$ cat src/rtl/pipe_scoreboard.sv
// Register scoreboard for the ID stage: one countdown per architectural register
// marks in-flight writes from variable-latency producers and drives stall/bubble.
module pipe_scoreboard #(
    parameter int NREG   = 32,
    parameter int AW     = 5,
    parameter int MAXLAT = 8,
    parameter int LATW   = 4,
    parameter int CNTW   = 32
) (
    input  logic            clk,
    input  logic            rst,
    input  logic            id_valid,
    input  logic [AW-1:0]   id_rs,
    input  logic [AW-1:0]   id_rt,
    input  logic            id_rs_used,
    input  logic            id_rt_used,
    input  logic            id_wr_ena,
    input  logic [AW-1:0]   id_wr_dst,
    input  logic [LATW-1:0] id_lat,
    input  logic            mem_stall,
    output logic            issue,
    output logic            stall_id,
    output logic            bubble_ex,
    output logic [NREG-1:0] busy_mask,
    output logic [CNTW-1:0] stall_cnt
);

    logic [LATW-1:0] cnt_q [NREG];
    logic [LATW-1:0] cnt_d [NREG];
    logic [CNTW-1:0] stall_cnt_q;
    logic [CNTW-1:0] stall_cnt_d;
    logic [LATW-1:0] lat_c;
    logic            raw_hz;
    logic            waw_hz;
    logic            hazard;

    function automatic logic [LATW-1:0] clamp_lat(input logic [LATW-1:0] l);
        if (32'(l) > MAXLAT) return LATW'(MAXLAT);
        return l;
    endfunction

    assign lat_c = clamp_lat(id_lat);

    // Register 0 is hard-wired zero, so its busy bit is forced low.
    always_comb begin
        busy_mask = '0;
        for (int r = 1; r < NREG; r++) begin
            busy_mask[r] = (cnt_q[r] != '0);
        end
    end

    assign raw_hz = (id_rs_used && busy_mask[id_rs]) || (id_rt_used && busy_mask[id_rt]);
    // A newer write must not land before an older one still in flight to the same register.
    assign waw_hz = id_wr_ena && (id_wr_dst != '0) && (cnt_q[id_wr_dst] > lat_c);
    assign hazard = raw_hz || waw_hz;

    assign issue     = id_valid && !hazard && !mem_stall;
    assign stall_id  = id_valid && (hazard || mem_stall);
    assign bubble_ex = id_valid && hazard && !mem_stall;

    // A fresh load wins over the same-cycle decrement; mem_stall freezes everything.
    always_comb begin
        for (int r = 0; r < NREG; r++) begin
            cnt_d[r] = cnt_q[r];
            if (!mem_stall) begin
                if (issue && id_wr_ena && (32'(id_wr_dst) == r) && (r != 0)) begin
                    cnt_d[r] = lat_c;
                end else if (cnt_q[r] != '0) begin
                    cnt_d[r] = cnt_q[r] - 1'b1;
                end
            end
        end
    end

    always_comb begin
        stall_cnt_d = stall_cnt_q;
        if (stall_id && (stall_cnt_q != '1)) begin
            stall_cnt_d = stall_cnt_q + 1'b1;
        end
    end

    always_ff @(posedge clk) begin
        if (rst) begin
            for (int r = 0; r < NREG; r++) begin
                cnt_q[r] <= '0;
            end
            stall_cnt_q <= '0;
        end else begin
            for (int r = 0; r < NREG; r++) begin
                cnt_q[r] <= cnt_d[r];
            end
            stall_cnt_q <= stall_cnt_d;
        end
    end

    assign stall_cnt = stall_cnt_q;

endmodule

$ cat config.mk
export PLATFORM = sky130hd
export DESIGN_NAME = pipe_scoreboard
export DESIGN_NICKNAME = d
export VERILOG_FILES = /design/src/rtl/pipe_scoreboard.sv
export SDC_FILE = /design/constraint.sdc
export NUM_CORES = 1
export LEC_CHECK = 0
export CAP_MARGIN = 20
export CORE_UTILIZATION = 50
export CTS_CLUSTER_DIAMETER = 40
export DETAILED_ROUTE_END_ITERATION = 12
export GPL_TIMING_DRIVEN = 1
export PLACE_DENSITY = 0.77
export SYNTH_ARGS = -nofsm -noshare
export SYNTH_HDL_FRONTEND = slang
export SYNTH_SLANG_ARGS = --single-unit
$ cat constraint.sdc
create_clock -name clk -period 10.55 [get_ports clk]
set_input_delay 2.6375 -clock clk [delete_from_list [all_inputs] [get_ports clk]]
set_output_delay 2.6375 -clock clk [all_outputs]
set_load 0.01 [all_outputs]
==> results of run 1 <==
## power groups by stage
stage | logic [uW] | registers (uW) | clock network (uW)
after floorplan | 1690 | 1000 | 0
after global placement | 2390 | 1150 | 0
after detailed placement | 2450 | 1140 | 0
after CTS | 2460 | 1130 | 627
after global routing | 2740 | 1170 | 654
final | 2530 | 1160 | 626
## layout make-up
class,instances,area (um2),area share (%)
Tap cell,319,399,2.92
Clock buffer,17,425,3.11
Inverter,107,403,2.95
Timing Repair Buffer,115,1070,7.84
Sequential cell,160,3200,23.5
Multi-Input combinational cell,1079,8010,58.6
Antenna cell,1,2.50,0.0183
Clock inverter,15,146,1.07
## registers in the layout (all words and copies together) (netlist names)
register,flops
cnt_q,128
stall_cnt,32
## final timing paths
path | slack [ns] | to
hold / removal | 0.52 | stall_cnt[18]$_SDFFE_PP0P_
setup / recovery | 0.82 | stall_id
hold reg to reg | 0.52 | stall_cnt[18]$_SDFFE_PP0P_
setup reg to reg | 5.70 | cnt_q[21][2]$_SDFFE_PP0P_
## critical path, cell delays in order
cell	delay, ns
buf_2	0.71
mux4_2	0.62
mux4_2	0.49
mux2_2	0.28
ha_1	0.30
nor2b_1	0.13
o21a_1	0.16
o21a_1	0.15
o21ai_0	0.39
nand3_1	0.16
nor2_1	0.37
a21oi_1	0.14
clkdlybuf4s50_1	0.53
## kinds of logic after synthesis
kind of cell             after synthesis
AO/OA/AOI/OAI                        369
XOR/XNOR                              21
adder cells (fa/ha/maj)               37
buffers and inverters                218
flip-flops                           160
multiplexers                         112
other                                  1
AND/OR/NAND/NOR                      539
## metal layers
layer	vias to the layer above	global-route usage (%)	wire length (um)
li1	5642	-	-
met2	846	54.0	18900
met3	158	9.33	5410
met4	0	18.0	2000
met1	6017	46.1	17000
met5	-	0	0
## stage by stage
step           util, %  hold WS (ns)  instances
2_1_floorplan        -         0.476       1457
3_3_place_gp      55.5         0.497       1778
3_5_place_dp      55.5         0.505       1778
4_1_cts           58.0         0.519       1810
5_1_grt           58.0         0.545       1812
6_report          58.0         0.521       1813
## placed cells by master, fill, tap and decap left out, types with 11 or more instances in the layout
master / count
nor2_1: 95
nand4_1: 47
o21ai_0: 36
nor3_1: 40
or4_1: 27
a22oi_1: 11
nand2_1: 78
a31oi_1: 41
xnor2_1: 14
inv_1: 104
mux4_2: 43
clkbuf_16: 17
and2_1: 18
a21oi_1: 89
or3_1: 31
clkdlybuf4s50_1: 87
a221oi_1: 12
o2111a_1: 11
mux2_2: 20
o31ai_1: 16
nand3_1: 59
nor4_1: 37
mux2i_1: 48
nand2b_1: 17
dfxtp_1: 160
nor3b_1: 25
a211oi_1: 26
buf_4: 24
o221a_2: 27
nor2b_1: 12
o22ai_1: 14
ha_1: 37
==> metrics.md, run 1 <==
| Metric | Value |
|---|---|
| Status | `finished, final reports clean` |
| Synth Area in Compound Gates | `22.0%` |
| Hold Crit Class | `flip-flop to flip-flop` |
| Worst-skew pair later-pin latency | `0.44 ns` |
| Port bufs | `91` |
| Core area | `23500 um2` |
| Remaining Overflow, GRT | `0` |
| RSZ-0062 raised after global routing | `false` |
| Synth Area in XOR/XNOR | `1.53%` |
| Synth Warn # | `0` |
| Starting density of the core | `51.1%` |
| Clock slew at reported path FFs | `0.07 ns` |
| Final setup vio count | `0` |
| Synth area leaders | `dfxtp_1, mux4_2, mux2i_1, ha_1, a21oi_1` |
| WL/cell | `23.9 um` |
| Via count of the routed design | `12700` |
| Synthesized area per cell | `8.26 um2` |
| Sw power | `2020 uW` |
| First-pass GRT wire length | `66900 um` |
| Final Hold Fails | `0` |
| Post-route ant nets | `0` |
| DRC violations left | `0` |
| Pre-CTS WS | `0.904 ns` |
| EDFF count, synth | `0` |
| Worst Setup SP | `id_wr_dst[0]` |
| Layout area overhead | `13.5%` |
| Total GRT Usage | `35.4%` |
| Post-CTS setup buffers | `0` |
| Slew @ Worst Pin | `1.09 ns` |
| Slew Limit Fails | `0` |
| Final Cycle Share | `92.3%` |
| Fmax | `103 MHz` |
| Clock Sinks | `160` |
| Leak Pwr | `0.00487 uW` |
| CTS tree | `done` |
| Distinct cells, synth | `80` |
| Pwr Density | `316 nW/um2` |
| Syn Inst Count | `1457` |
| Gpl congestion | `0.979` |
| Main combinational cell family by area after synthesis | `simple AND/OR/NAND/NOR gates` |
| Vias in the first global route | `11700` |
| Largest net degree at the start of global routing | `64` |
| Cell Area, Placed | `13100 um2` |
| Mux cell area share after synthesis | `14.0%` |
| Hold depth | `2` |
| Ys flop type | `dfxtp_1` |
| Share of cells above drive strength 1 | `11.9%` |
| Std-Cell Rows | `56` |
| Ys async rst share | `0%` |
| DR pass1 iterations | `6` |
| Clock Tree Buf Depth | `2` |
| Largest vdd supply drop | `144 uV` |
| Clock Skews | `0.0119 ns` |
| Max Cap Viol | `0` |
| Logic pwr share | `58.7%` |
| #FFs+latches synth | `160` |
| Adder-cell share of the synthesized area | `3.85%` |
| CP Max Fanout | `30` |
| Critical Path Sink Type | `output pin` |
| Clock Root Buffer | `clkbuf_16` |
| Count leader, synth | `dfxtp_1` |
| Drt total wl | `43300 um` |
| PostCTS Resize Cnt | `0` |
| Die Wd | `157 um` |
| Initial antenna violation count | `0` |
| WP data arrival | `7.10 ns` |
| Internal power | `2290 uW` |
| Vias/cell | `6.98` |
| Synth Area in Simple Gates | `24.9%` |
| Crit path required time | `7.91 ns` |
| Net count of the mapped netlist | `1520` |
| Fin worst setup slack | `0.816 ns` |
| Synth cell count leaders | `dfxtp_1, inv_1, nor2_1` |
| Layout Nets | `1543` |
| IO Pins | `93` |
| Top-area cell type share of the netlist area | `26.6%` |
| Post-Syn Area | `12000 um2` |
| Clock period minus worst slack | `9.73 ns` |
| Fin area | `13700 um2` |
| Filler Cell Count | `2146` |
| Synth area leader | `dfxtp_1` |
| Sequential-to-total area share from yosys stat | `26.6%` |
| HPWL Detailed | `30300 um` |
| H-tree depth | `4` |
| Part of the power in registers | `26.8%` |
| Die area | `24700 um2` |
| Hold Buf Count CTS | `0` |
| Cells on worst reg2reg path | `14` |
| Total power draw | `4310 uW` |
| Clk pwr share | `14.5%` |
| Num CTS Buffers | `17` |
| Starting DRT DRC Count | `1737` |
| Worst reg2reg startpoint | `cnt_q[18][1]$_SDFFE_PP0P_` |
| Die Span Y | `157 um` |
| Max-Slew Margin vs Limit | `27.1%` |
| TNS Setup | `0 ns` |
| Setup CP Type | `input port to output pin` |
| Crit start category | `input port` |
| Hold_sp | `stall_cnt[18]$_SDFFE_PP0P_` |
| Switch share | `46.8%` |
Note: power is estimated with default switching activity, not from simulation.
==> run 2: changes to the inputs <==
--- a/config.mk
+++ b/config.mk
@@ -6,11 +6,13 @@
 export NUM_CORES = 1
 export LEC_CHECK = 0
 export CAP_MARGIN = 20
+export CORE_ASPECT_RATIO = 1.75
 export CORE_UTILIZATION = 50
 export CTS_CLUSTER_DIAMETER = 40
 export DETAILED_ROUTE_END_ITERATION = 12
 export GPL_TIMING_DRIVEN = 1
 export PLACE_DENSITY = 0.77
+export SETUP_SLACK_MARGIN = 0.5
 export SYNTH_ARGS = -nofsm -noshare
 export SYNTH_HDL_FRONTEND = slang
 export SYNTH_SLANG_ARGS = --single-unit
==> run 2 against run 1 <==
  * Non-clock buffer count increased by 1
  * Clock power increased by 2%
  * Utilization increased by 0.094 points
  * Global-route usage decreased by 0.28 points
  * Critical path depth increased by 1
  * First-iteration DRC count decreased by 26%
  * Register-to-register slack got worse by 0.15 ns
  * Sequential share of layout area about the same
  * Critical endpoint is now issue
  * Highest routed layer unchanged
==> metrics.md, run 2 (same netlist as run 1, synthesis figures left out) <==
| Metric | Value |
|---|---|
| Drt total wl | `43600 um` |
| Leak Pwr | `0.00490 uW` |
| Vias in the first global route | `12100` |
| Post-route ant nets | `0` |
| Starting DRT DRC Count | `1284` |
| Slew @ Worst Pin | `1.08 ns` |
| Clock Skews | `0.0142 ns` |
| Largest net degree at the start of global routing | `75` |
| Total power draw | `4310 uW` |
| Initial antenna violation count | `0` |
| Gpl congestion | `0.978` |
| DRC violations left | `0` |
| RSZ-0062 raised after global routing | `false` |
| FF+latch area | `3200 um2` |
| Final setup vio count | `0` |
| Share of cells above drive strength 1 | `11.5%` |
| Crit path required time | `7.91 ns` |
| Clock Tree Buf Depth | `2` |
| Top reg by flops | `cnt_q` |
| First-pass GRT wire length | `67100 um` |
| H-tree depth | `4` |
| Clock Sinks | `160` |
| Max-Slew Margin vs Limit | `27.6%` |
| CP Max Fanout | `22` |
| WL/cell | `24.3 um` |
| Slew Limit Fails | `0` |
| Clock Root Buffer | `clkbuf_16` |
| TNS Setup | `0 ns` |
| Filler Cell Count | `2167` |
| Num CTS Buffers | `17` |
| Crit start category | `input port` |
| Die area | `24700 um2` |
| Core area | `23500 um2` |
| Most frequent cells in the layout | `dfxtp_1, inv_1, nor2_1` |
| Clock period minus worst slack | `9.67 ns` |
| Hold Crit Class | `flip-flop to flip-flop` |
| PostCTS Resize Cnt | `0` |
| DR pass1 iterations | `6` |
| Fmax | `103 MHz` |
| Port bufs | `91` |
| Setup CP Type | `input port to output pin` |
| Post-CTS setup buffers | `0` |
| Layout Nets | `1544` |
| Total GRT Usage | `35.2%` |
| Clock slew at reported path FFs | `0.06 ns` |
| Remaining Overflow, GRT | `0` |
| Critical Path Sink Type | `output pin` |
| Die Wd | `119 um` |
| Status | `finished, final reports clean` |
| Most common cell after layout, fill and taps aside | `dfxtp_1` |
| Max Cap Viol | `0` |
| Std-Cell Rows | `74` |
| Die Span Y | `207 um` |
| Starting density of the core | `51.2%` |
| Number of flip-flops in the largest register | `128` |
| Final Cycle Share | `91.6%` |
| Final Hold Fails | `0` |
| Multi-input gate area | `7990 um2` |
| WP data arrival | `7.03 ns` |
| IO Pins | `93` |
| Via count of the routed design | `12600` |
| CTS tree | `done` |
| Vias/cell | `7.02` |
| N_diodes | `0` |
| HPWL Detailed | `30900 um` |
| Layout area overhead | `13.6%` |
| Pwr Density | `315 nW/um2` |
| Hold Buf Count CTS | `0` |
| Largest vdd supply drop | `145 uV` |
| Worst-skew pair later-pin latency | `0.46 ns` |
[run 2: area by class of cell]
type / instances / area share (%)
timing repair buffer: 116 / 8.05
clock buffer: 22 / 3.47
tap: 304 / 2.78
inverter: 107 / 2.95
sequential: 160 / 23.4
multi-input combinational: 1079 / 58.5
clock inverter: 7 / 0.806
[run 2: metal layers]
layer	global-route usage, %	vias to the layer above	share of wire, %
met5	0	-	0
met4	27.9	0	8.4
met1	38.7	5995	36
met2	58.2	731	48
met3	7.19	247	8.4
li1	-	5635	-
[run 2: stage by stage]
| step | hold WS, ns | cell area, um2 | worst slack (ns) | util [%] | instances |
|---|---|---|---|---|---|
| CTS | 0.518 | 13700 | 0.879 | 58.1 | 1795 |
| floorplan | 0.476 | 12000 | 1.18 | - | 1457 |
| global placement | 0.495 | 13100 | 0.979 | 55.6 | 1765 |
| global route | 0.546 | 13700 | 0.641 | 58.1 | 1795 |
| finish | 0.522 | 13700 | 0.881 | 58.1 | 1795 |
| detailed placement | 0.508 | 13100 | 0.920 | 55.6 | 1766 |
[run 2: worst paths after layout]
| kind | endpoint | slack, ns | start | depth (start not counted) |
|---|---|---|---|---|
| worst min register to register | stall_cnt[22]$_SDFFE_PP0P_ | 0.52 | stall_cnt[22]$_SDFFE_PP0P_ | 2 |
| worst min-delay path | stall_cnt[22]$_SDFFE_PP0P_ | 0.52 | stall_cnt[22]$_SDFFE_PP0P_ | 2 |
| worst max-delay path | issue | 0.88 | id_wr_dst[0] | 14 |
| worst max register to register | cnt_q[6][0]$_SDFFE_PP0P_ | 5.55 | cnt_q[31][1]$_SDFFE_PP0P_ | 14 |
[run 2: power breakdown]
| part | total (uW) | internal, uW | leakage (uW) | switching [uW] |
|---|---|---|---|---|
| clock network | 641 | 385 | 0.000291 | 256 |
| logic | 2520 | 1140 | 0.00330 | 1380 |
| registers | 1140 | 817 | 0.00131 | 326 |
[run 2: critical path, cell delays in order]
cell and delay [ns]:
buf_2 0.54, buf_12 0.27, mux4_2 0.52, mux4_2 0.51, mux2_2 0.28, ha_1 0.30, nor2b_1 0.13, o21a_1 0.16
o21a_1 0.16, o21ai_0 0.34, and3_1 0.24, nand2_1 0.19, nor2_1 0.17, clkdlybuf4s50_1 0.57
==> variant: new RTL, flow settings as in run 1 <==
Reset style: asynchronous (`rst`), changed in one clocked block.
--- a/src/rtl/pipe_scoreboard.sv
+++ b/src/rtl/pipe_scoreboard.sv
@@ -79,7 +79,7 @@
         end
     end
 
-    always_ff @(posedge clk) begin
+    always_ff @(posedge clk or posedge rst) begin
         if (rst) begin
             for (int r = 0; r < NREG; r++) begin
                 cnt_q[r] <= '0;
Function: changed (Yosys sat finds a counterexample within 4 cycles, from zero or initial values and one cycle with rst high; the reset may be asserted at any time).
==> variant against run 1 <==
Synthesized area grew 2.0%. Sequential share of layout area rose by 5.6 points. Synthesized cell count down 10%. Cell area grew 1.0%. Critical endpoint unchanged. Wire length down 12%. Final cell count decreased by 8.8%. Clock skew increased by 0.0037 ns. Count of clock-buffer cells in the layout up 4. Sequential cell count is the same. Worst setup slack better by 0.36 ns. Die area rose by 2.0%. Highest routed layer unchanged. Via count shrank 9.6%.
Power is not compared: it rests on default switching activity, and its combinational part moved more than twofold at a synthesized area within 25%.
==> variant: results (changes against run 1) <==
Parameter                              Value

Status
  Status ... finished clean

Detailed routing
  Post-route met1 wirelength ... 15,200 um (-10%)
  Number of DRC violations after detailed-routing iteration 0 ... 1,333 (-23%)
  Vias per Instance ... 6.92 (-0.89%)
  Metal2 WL ... 16,900 um (-11%)
  Total length of routed wires ... 38,200 um (-12%)
  Mean routed wirelength per cell ... 23.1 um (-3.3%)

Logic synthesis
  Mapped Nets ... 1,368 (-10%)
  Most common library cells after synthesis ... 160 x sky130_fd_sc_hd__dfrtp_1, 109 x sky130_fd_sc_hd__inv_1, 89 x sky130_fd_sc_hd__nand2_1
  Sequential share of the synthesized area ... 0.326 (+0.0599)
  Proportion of synthesized flip-flops having asynchronous set or reset ... 1.00 (+1.00)
  Mux cell area share after synthesis ... 0.112 (-0.0281)
  Share of the synthesized netlist area taken by xor and xnor gates ... 0.0228 (+0.00754)
  Number of distinct library cells after synthesis ... 84 (+5.0%)
  Fraction of the mapped netlist area in adder cells ... 0.0377 (-0.000769)
  Number of cells produced by synthesis ... 1,305 (-10%)

Placed design
  Placed cell areas ... 0.0132 sq mm (+0.89%)
  GP Congestion ... 0.967 (-1.3%)
  HPWL after detailed placement ... 26,100 um (-14%)

Final layout
  Growth of design area from synthesis to finish ... 12.4%
  Count of multi-input combinational gates ... 924 (-14%)
  Layout buffering overhead excluding clock cells ... 0.0742 (-0.00425)
  Buffer count excluding the clock tree in the final layout ... 106 (-7.8%)
  Layout cells sized above 1 ... 0.110 (-0.00828)
  Fraction of area in registers ... 0.290 (+0.0556)

Critical path
  Worst reg2reg path depth ... 13 (-1)
  Worst-path fanout max ... 28 (-6.7%)
  Crit-path leading delay family ... buffers and inverters
  Endpoint of the lowest-slack register-to-register path ... cnt_q[55]
  Max stage delay on crit path ... 0.61 ns (-0.10 ns)
  Startpoint of the most critical register-to-register path ... cnt_q[49]
  Worst reg-to-reg setup slack ... 5.79 ns (+0.09 ns)

Global routing
  Largest net degree at the start of global routing ... 88 (+38%)
  Antenna violations before repair ... 1 (+1)
  Global router's overall resource usage ... 0.317 (-0.0377)
  GR met2 Demand/Resource ... 0.487 (-0.0535)
  Met3 track demand over resource in global routing ... 0.0838 (-0.00950)
  Wire length of the first global-routing pass ... 60,500 um (-9.6%)
  Grt met1 use ... 0.422 (-0.0392)

Worst hold path
  Endpoint, Worst Hold ... stall_cnt[9]
  Source of the worst hold timing path ... stall_cnt[9]
  Min-Delay Path Depth ... 1 (-1)

Timing
  Worst hold slack ... 0.501 ns (-0.0194 ns)
  Post-Route Skew ... 0.0156 ns (+0.00369 ns)
  Final critical path time including I/O delays and setup ... 9.38 ns (-0.358 ns)
  Worst slew margin relative to its limit ... 0.237 (-0.0338)
==> variant: changes by cell type in the layout (fill, tap and decap cells not counted), moves of 23 or more <==
cell / before / now
sky130_fd_sc_hd__dfrtp_1: 0 / 160
sky130_fd_sc_hd__dfxtp_1: 160 / 0
sky130_fd_sc_hd__nor2_1: 95 / 26
sky130_fd_sc_hd__a31oi_1: 41 / 2
sky130_fd_sc_hd__a21oi_1: 89 / 59
sky130_fd_sc_hd__a221o_1: 1 / 27
sky130_fd_sc_hd__o221a_2: 27 / 1
sky130_fd_sc_hd__mux2i_1: 48 / 23
sky130_fd_sc_hd__a211oi_1: 26 / 2
sky130_fd_sc_hd__and4_1: 7 / 31
sky130_fd_sc_hd__nor4_1: 37 / 13
sky130_fd_sc_hd__o21a_1: 7 / 30
sky130_fd_sc_hd__o21ai_0: 36 / 13
